## config.mk

```make
export PLATFORM = sky130hd
export DESIGN_NAME = acia
export DESIGN_NICKNAME = d
export VERILOG_FILES = /design/src/rtl/acia.sv
export SDC_FILE = /design/constraint.sdc
export NUM_CORES = 1
export LEC_CHECK = 0
export BUFFER_PORTS_ARGS = -buffer_cell sky130_fd_sc_hd__buf_2
export CAP_MARGIN = 20
export CORE_AREA = 2 2 99 101
export DETAILED_ROUTE_END_ITERATION = 7
export DIE_AREA = 0 0 101 103
export GPL_TIMING_DRIVEN = 0
export SETUP_SLACK_MARGIN = 0.5
export SLEW_MARGIN = 30
export SYNTH_ARGS = -nofsm -noshare
export SYNTH_HDL_FRONTEND = slang
export SYNTH_SLANG_ARGS = --single-unit
```

## constraint.sdc

```tcl
create_clock -name CLK0 -period 2 [get_ports CLK0]
set_clock_uncertainty 0.1 [all_clocks]
set_input_delay 0.4 -clock CLK0 [delete_from_list [all_inputs] [get_ports CLK0]]
set_output_delay 0.4 -clock CLK0 [all_outputs]
set_load 0.1 [all_outputs]
```

## src/rtl/acia.sv

```systemverilog
// acia: memory-mapped 8N1 console UART with a 6850-style register pair.
// Ports: CLK0/reset_n (sync, active low), pclk bit-timing enable, bus (cs_n, we_n, rs, din, dout),
//        serial rx/tx, irq_n. dout is registered (valid one cycle after the address); no backpressure.
module acia #(
   parameter int clk_freq = 3333333,
   parameter int baudrate = 115200
) (
   input  logic       CLK0,
   input  logic       reset_n,
   input  logic       pclk,
   input  logic       cs_n,
   input  logic       we_n,
   input  logic       rs,
   input  logic       rx,
   input  logic [7:0] din,
   output logic [7:0] dout,
   output logic       tx,
   output logic       irq_n
);
   localparam int DIV  = (clk_freq + baudrate / 2) / baudrate;
   localparam int HALF = DIV / 2;
   localparam int CW   = $clog2(DIV + 1);
   localparam logic [CW-1:0] DIV_LAST  = CW'(DIV - 1);
   localparam logic [CW-1:0] HALF_LAST = CW'(HALF - 1);

   localparam logic [1:0] RX_IDLE  = 2'd0;
   localparam logic [1:0] RX_START = 2'd1;
   localparam logic [1:0] RX_DATA  = 2'd2;
   localparam logic [1:0] RX_STOP  = 2'd3;

   logic [7:0]    ctrl_q, ctrl_d;
   logic [7:0]    dout_q, dout_d;
   logic          tx_q, tx_d;
   logic          irq_n_q, irq_n_d;
   logic          rdrf_q, rdrf_d;
   logic          tdre_q, tdre_d;
   logic          fe_q, fe_d;
   logic          ovrn_q, ovrn_d;
   logic [7:0]    rx_hold_q, rx_hold_d;
   logic [8:0]    tx_sr_q, tx_sr_d;
   logic [3:0]    tx_bit_q, tx_bit_d;
   logic [CW-1:0] tx_cnt_q, tx_cnt_d;
   logic          rx_s1_q, rx_s1_d;
   logic          rx_s2_q, rx_s2_d;
   logic [1:0]    rx_state_q, rx_state_d;
   logic [CW-1:0] rx_cnt_q, rx_cnt_d;
   logic [2:0]    rx_bit_q, rx_bit_d;
   logic [7:0]    rx_sr_q, rx_sr_d;
   logic          rx_armed_q, rx_armed_d;

   logic          wr, rd, soft_rst, rx_done;
   logic [7:0]    status;

   always_comb begin
      ctrl_d     = ctrl_q;
      tx_d       = tx_q;
      rdrf_d     = rdrf_q;
      tdre_d     = tdre_q;
      fe_d       = fe_q;
      ovrn_d     = ovrn_q;
      rx_hold_d  = rx_hold_q;
      tx_sr_d    = tx_sr_q;
      tx_bit_d   = tx_bit_q;
      tx_cnt_d   = tx_cnt_q;
      rx_state_d = rx_state_q;
      rx_cnt_d   = rx_cnt_q;
      rx_bit_d   = rx_bit_q;
      rx_sr_d    = rx_sr_q;
      rx_armed_d = rx_armed_q;
      rx_done    = 1'b0;

      wr       = ~cs_n & ~we_n;
      rd       = ~cs_n & we_n;
      soft_rst = wr & ~rs & (din[1:0] == 2'b11);

      rx_s1_d = rx;
      rx_s2_d = rx_s1_q;

      // dout reloads every edge regardless of cs_n
      status  = {~irq_n_q, 1'b0, ovrn_q, fe_q, 2'b00, tdre_q, rdrf_q};
      dout_d  = rs ? rx_hold_q : status;
      irq_n_d = ~((ctrl_q[7] & rdrf_q) | (ctrl_q[5] & tdre_q));

      if (wr & ~rs)
         ctrl_d = din;

      if (rd & rs) begin
         rdrf_d = 1'b0;
         fe_d   = 1'b0;
         ovrn_d = 1'b0;
      end

      // Transmitter: tx_sr holds {stop, data}; the start bit is driven at load time.
      if (!tdre_q) begin
         if (pclk) begin
            if (tx_cnt_q == DIV_LAST) begin
               tx_cnt_d = '0;
               if (tx_bit_q == 4'd9) begin
                  tdre_d = 1'b1;
                  tx_d   = 1'b1;
               end else begin
                  tx_d     = tx_sr_q[0];
                  tx_sr_d  = {1'b1, tx_sr_q[8:1]};
                  tx_bit_d = tx_bit_q + 4'd1;
               end
            end else begin
               tx_cnt_d = tx_cnt_q + 1'b1;
            end
         end
      end else if (wr & rs) begin
         tx_sr_d  = {1'b1, din};
         tx_d     = 1'b0;
         tdre_d   = 1'b0;
         tx_bit_d = '0;
         tx_cnt_d = '0;
      end

      // Receiver: rx_armed prevents a low stop bit (framing error) from
      // being taken as the next start bit.
      if (pclk) begin
         case (rx_state_q)
            RX_IDLE: begin
               if (rx_s2_q) begin
                  rx_armed_d = 1'b1;
               end else if (rx_armed_q) begin
                  rx_state_d = RX_START;
                  rx_cnt_d   = '0;
                  rx_armed_d = 1'b0;
               end
            end
            RX_START: begin
               if (rx_cnt_q == HALF_LAST) begin
                  rx_cnt_d = '0;
                  rx_bit_d = '0;
                  rx_state_d = rx_s2_q ? RX_IDLE : RX_DATA;
               end else begin
                  rx_cnt_d = rx_cnt_q + 1'b1;
               end
            end
            RX_DATA: begin
               if (rx_cnt_q == DIV_LAST) begin
                  rx_cnt_d = '0;
                  rx_sr_d  = {rx_s2_q, rx_sr_q[7:1]};
                  if (rx_bit_q == 3'd7)
                     rx_state_d = RX_STOP;
                  else
                     rx_bit_d = rx_bit_q + 3'd1;
               end else begin
                  rx_cnt_d = rx_cnt_q + 1'b1;
               end
            end
            default: begin
               if (rx_cnt_q == DIV_LAST) begin
                  rx_cnt_d   = '0;
                  rx_state_d = RX_IDLE;
                  rx_done    = 1'b1;
               end else begin
                  rx_cnt_d = rx_cnt_q + 1'b1;
               end
            end
         endcase
      end

      // A data read on the completion edge frees the holding register, so the new byte wins.
      if (rx_done) begin
         if (!rdrf_q || (rd & rs)) begin
            rx_hold_d = rx_sr_q;
            rdrf_d    = 1'b1;
            fe_d      = ~rx_s2_q;
         end else begin
            ovrn_d = 1'b1;
         end
      end

      if (soft_rst) begin
         ctrl_d     = 8'h00;
         dout_d     = 8'h00;
         tx_d       = 1'b1;
         irq_n_d    = 1'b1;
         rdrf_d     = 1'b0;
         tdre_d     = 1'b1;
         fe_d       = 1'b0;
         ovrn_d     = 1'b0;
         tx_bit_d   = '0;
         tx_cnt_d   = '0;
         rx_state_d = RX_IDLE;
         rx_cnt_d   = '0;
         rx_bit_d   = '0;
         rx_armed_d = 1'b0;
      end
   end

   always_ff @(posedge CLK0) begin
      if (!reset_n) begin
         ctrl_q     <= 8'h00;
         dout_q     <= 8'h00;
         tx_q       <= 1'b1;
         irq_n_q    <= 1'b1;
         rdrf_q     <= 1'b0;
         tdre_q     <= 1'b1;
         fe_q       <= 1'b0;
         ovrn_q     <= 1'b0;
         rx_hold_q  <= 8'h00;
         tx_sr_q    <= '1;
         tx_bit_q   <= '0;
         tx_cnt_q   <= '0;
         rx_s1_q    <= 1'b1;
         rx_s2_q    <= 1'b1;
         rx_state_q <= RX_IDLE;
         rx_cnt_q   <= '0;
         rx_bit_q   <= '0;
         rx_sr_q    <= 8'h00;
         rx_armed_q <= 1'b0;
      end else begin
         ctrl_q     <= ctrl_d;
         dout_q     <= dout_d;
         tx_q       <= tx_d;
         irq_n_q    <= irq_n_d;
         rdrf_q     <= rdrf_d;
         tdre_q     <= tdre_d;
         fe_q       <= fe_d;
         ovrn_q     <= ovrn_d;
         rx_hold_q  <= rx_hold_d;
         tx_sr_q    <= tx_sr_d;
         tx_bit_q   <= tx_bit_d;
         tx_cnt_q   <= tx_cnt_d;
         rx_s1_q    <= rx_s1_d;
         rx_s2_q    <= rx_s2_d;
         rx_state_q <= rx_state_d;
         rx_cnt_q   <= rx_cnt_d;
         rx_bit_q   <= rx_bit_d;
         rx_sr_q    <= rx_sr_d;
         rx_armed_q <= rx_armed_d;
      end
   end

   assign dout  = dout_q;
   assign tx    = tx_q;
   assign irq_n = irq_n_q;

endmodule

```

==> out/metrics.yaml <==
clocking:
  path_clk_slew_ns: 0.07
  clockBufferDepth: 2
  cts_buffers: 9
  cts_root_buffer: "clkbuf_8"
  cts_tree: "built"
  clock-sinks: 62
  cts_max_level: 3
  clk_latency_ns: 0.34
  holdBufCountCts: 0
min_path:
  hold_path.class: "in -> reg"
synthesis:
  yosysTopAreaCellShare_pct: 45.8
  synthFlopType: "dfxtp_1"
  synth_edf_count: 0
  syn_area_per_cell_sq_um: 9.40
  ys_top_cells_by_area: "dfxtp_1 (46%), mux2i_1 (8.5%), ha_1 (4.2%), nor2_1 (4.2%), nand2_1 (3.0%)"
  synth_seq_area_share_pct: 45.8
  synth_cells: 288
  yosysTopAreaCell: "dfxtp_1"
  syn_area_sq_mm: 0.00271
  syn-num-nets: 312
  synth.distinct_cells: 52
  synth-seq-cells: 62
  yosysWarnings: 0
  synthArstFlopShare_pct: 0
place:
  place_inst: 426
  place_ws_ns: -0.135
  portBuffers: 24
  dp_hpwl_mm: 4.10
  gp_congestion: 0.817
worst_setup_path:
  critPathMaxStageDelay_ns: 0.34
  crit_family: "buffers and inverters"
  slowest_stage: "dfxtp_2"
  cp_num_cells: 9
  rr_worst_depth: 9
  rr_startpoint: "tx_bit_q[1]"
  cp.required_ns: 2.17
  crit_type: "reg -> reg"
  arrival_ns: 1.91
  cp_num_buf_inv: 4
  critPathCaptureType: "flip-flop"
  start_kind: "flip-flop"
  rr_endpoint: "tx_sr_q[6]"
  endpoint: "tx_sr_q[6]"
  cpMostUsedCell: "buf_6"
  critPathLaunch: "tx_bit_q[1]"
  rrSetupSlack_ns: 0.26
  critPathMaxFanout: 4
  crit_chain: "inv_2, ha_4, and3b_1, clkbuf_8, o31ai_4, buf_6, buf_6, nor3_2, a31oi_1"
detailed_routing:
  wl_mm: 6.93
  wl_per_cell_um: 14.2
  via_per_inst: 4.93
  via_count: 2401
  drt_iter0_drc: 111
  route.antenna.remaining_nets: 0
  firstDrtPassIters: 4
  drc: 0
power_and_ir_drop:
  power_frac_comb_pct: 7.9
  pwr-share-clk_pct: 45.3
  power_switching_uw: 626
  p_int_uw: 2070
  leakage_uw: 0.00155
  swShare_pct: 23.2
  sequentialPowerShare_pct: 46.7
  p_total_uw: 2700
  ir_worst_vdd_mv: 0.305
  power.density_mw_per_mm2: 677
sta:
  fin_crit_ns: 1.74
  timing.final.crit_share_pct: 87.0
  rsz0062_at_grt: "yes"
  worst_slack_ns: 0.259
  finalSetupTns_ns: 0
  hold_viol: 0
  worst_pin_slew_ns: 0.580
  fmax_ghz: 0.574
  drv_slew: 0
  hold_slack_ns: 0.143
  setup_violations: 0
  maxSlewHeadroom_pct: 61.4
final_layout:
  layout.nets: 392
  antenna_cells: 0
  area_growth_pct: 47.1
  multi_input_area_sq_mm: 0.00166
  fin_cells: 487
  fillCellCount: 898
  drive_gt1_share_pct: 40.5
  ff_latch_area_sq_mm: 0.00125
outcome:
  status: "complete, no violations"
global_route:
  grtUsageTotal_pct: 13.3
  grt_max_degree: 11
  antenna_found_initial: 0
  grt_overflow_total: 0
  grt_pass1_vias: 2277
  grt_pass1_wl_mm: 10.8
floorplan:
  die_h_um: 103
  rows: 36
  die-area_sq_mm: 0.0104
  start_util_pct: 28.6
  die_w_um: 101
  core_area_sq_mm: 0.00946
  ioPinCount: 25
run:
  cap_viol_max_count: 0
==> layer usage <==
layer  GRT usage [%]  up-vias  wire (um)
met4            3.64        0         46
li1                -     1196          -
met5               0        -          0
met3            4.41        4        238
met1            16.0     1154       3110
met2            23.0       47       3530
==> flip-flops by register name (all words and copies together) (netlist names) <==
signal / count
ovrn_q: 1
irq_n: 1
tx_sr_q: 8
tdre_q: 1
rx_bit_q: 3
tx_bit_q: 4
rx_cnt_q: 5
rx_hold_q: 8
tx_cnt_q: 5
rx_s1_q: 1
rx_armed_q: 1
rdrf_q: 1
dout: 8
rx_s2_q: 1
rx_sr_q: 8
ctrl_q: 2
tx: 1
rx_state_q: 2
fe_q: 1
==> placed cells by master (no fill, tap or decap), types with 4 or more instances in the layout <==
| cell | synthesis | routed |
|---|---|---|
| dfxtp_1 | 62 | 54 |
| buf_4 | 0 | 38 |
| nor2_1 | 30 | 27 |
| mux2i_1 | 23 | 23 |
| nand2_1 | 22 | 21 |
| buf_2 | 4 | 17 |
| buf_6 | 0 | 16 |
| clkbuf_8 | 0 | 11 |
| nand3_1 | 12 | 9 |
| a21oi_1 | 8 | 8 |
| dfxtp_2 | 0 | 7 |
| o21ai_1 | 0 | 6 |
| clkbuf_1 | 8 | 6 |
| a31oi_1 | 9 | 6 |
| inv_1 | 9 | 5 |
| xor2_1 | 5 | 5 |
| o21ai_0 | 16 | 5 |
| nor3_2 | 0 | 5 |
| o21ai_2 | 0 | 5 |
| ha_4 | 0 | 5 |
| inv_2 | 0 | 4 |
| nor3_1 | 10 | 4 |
| ha_1 | 9 | 4 |
==> worst reg2reg max path: stages, from the launching register on <==
cell and delay [ns]:
dfxtp_2 0.34, inv_2 0.05, ha_4 0.14, and3b_1 0.16
clkbuf_8 0.14, o31ai_4 0.27, buf_6 0.18, buf_6 0.11
nor3_2 0.03, a31oi_1 0.15
==> metrics by stage <==
step / util [%] / cell area [sq um]
final: 42.1 / 3980
after global routing: 42.1 / 3980
after CTS: 39.2 / 3710
after detailed placement: 32.3 / 3060
after global placement: 32.3 / 3060
after floorplan: - / 2790
==> what timing repair did <==
action                                  CTS  global route
endpoints found under the hold margin     0             0
gates resized for setup                  41            46
setup buffers                            31            12
pin swaps                                18            14
endpoints found under the setup margin   63            57
gates cloned                              1             1
==> worst min path at each step <==
stage / from / to / slack (ns) / cells after the start
after floorplan: rx_s1_q / rx_s2_q / 0.29 / 1
after global placement: rx_s1_q / rx_s2_q / 0.29 / 1
after detailed placement: rx_s1_q / rx_s2_q / 0.30 / 1
after CTS: rx / rx_s1_q / 0.13 / 2
after global routing: rx / rx_s1_q / 0.12 / 2
final: rx / rx_s1_q / 0.14 / 2
==> cell usage after synthesis (2+ instances only) <==
master     n
a21oi_1    8
xor2_1     5
nor3_1    10
buf_2      4
clkbuf_1   8
o311ai_0   3
o31ai_1    2
nand2b_1   5
ha_1       9
nand2_1   22
nor4_1     4
o22ai_1    2
and3_1     3
and3_2     2
a31oi_1    9
or3_1      3
o21ai_0   16
nor2b_1    3
nand3_1   12
xnor2_1    3
mux2i_1   23
inv_1      9
nand3b_1   2
buf_1      2
dfxtp_1   62
nor2_1    30
or4_1      2
==> power by group through the flow <==
stage | Sequential (uW) | Clock (uW) | Combinational (uW)
floorplan | 1310 | 0 | 93.9
global placement | 1290 | 0 | 166
detailed placement | 1290 | 0 | 167
CTS | 1260 | 1240 | 193
global route | 1260 | 1310 | 232
finish | 1260 | 1220 | 214
==> kinds of logic (layout without fill, tap and decap cells) <==
kind of cell    count (synthesis)  count (layout)  share of synthesized area [%]
mux                            24              24                           8.92
buf+inv                        23             108                           3.37
fa+ha+maj                       9               9                           4.16
xor+xnor                        8               8                           2.59
compound gates                 52              52                           13.2
simple gates                  110             110                           22.0
flops                          62              62                           45.8
==> final cells by class <==
class	instances	share of cell area, %
Clock inverter	3	1.70
Tap cell	114	3.58
Clock buffer	13	3.74
Multi-Input combinational cell	203	41.7
Timing Repair Buffer	69	14.5
Sequential cell	62	31.5
Buffer	14	2.42
Inverter	9	0.848
Note: power is estimated with default switching activity, not from simulation.
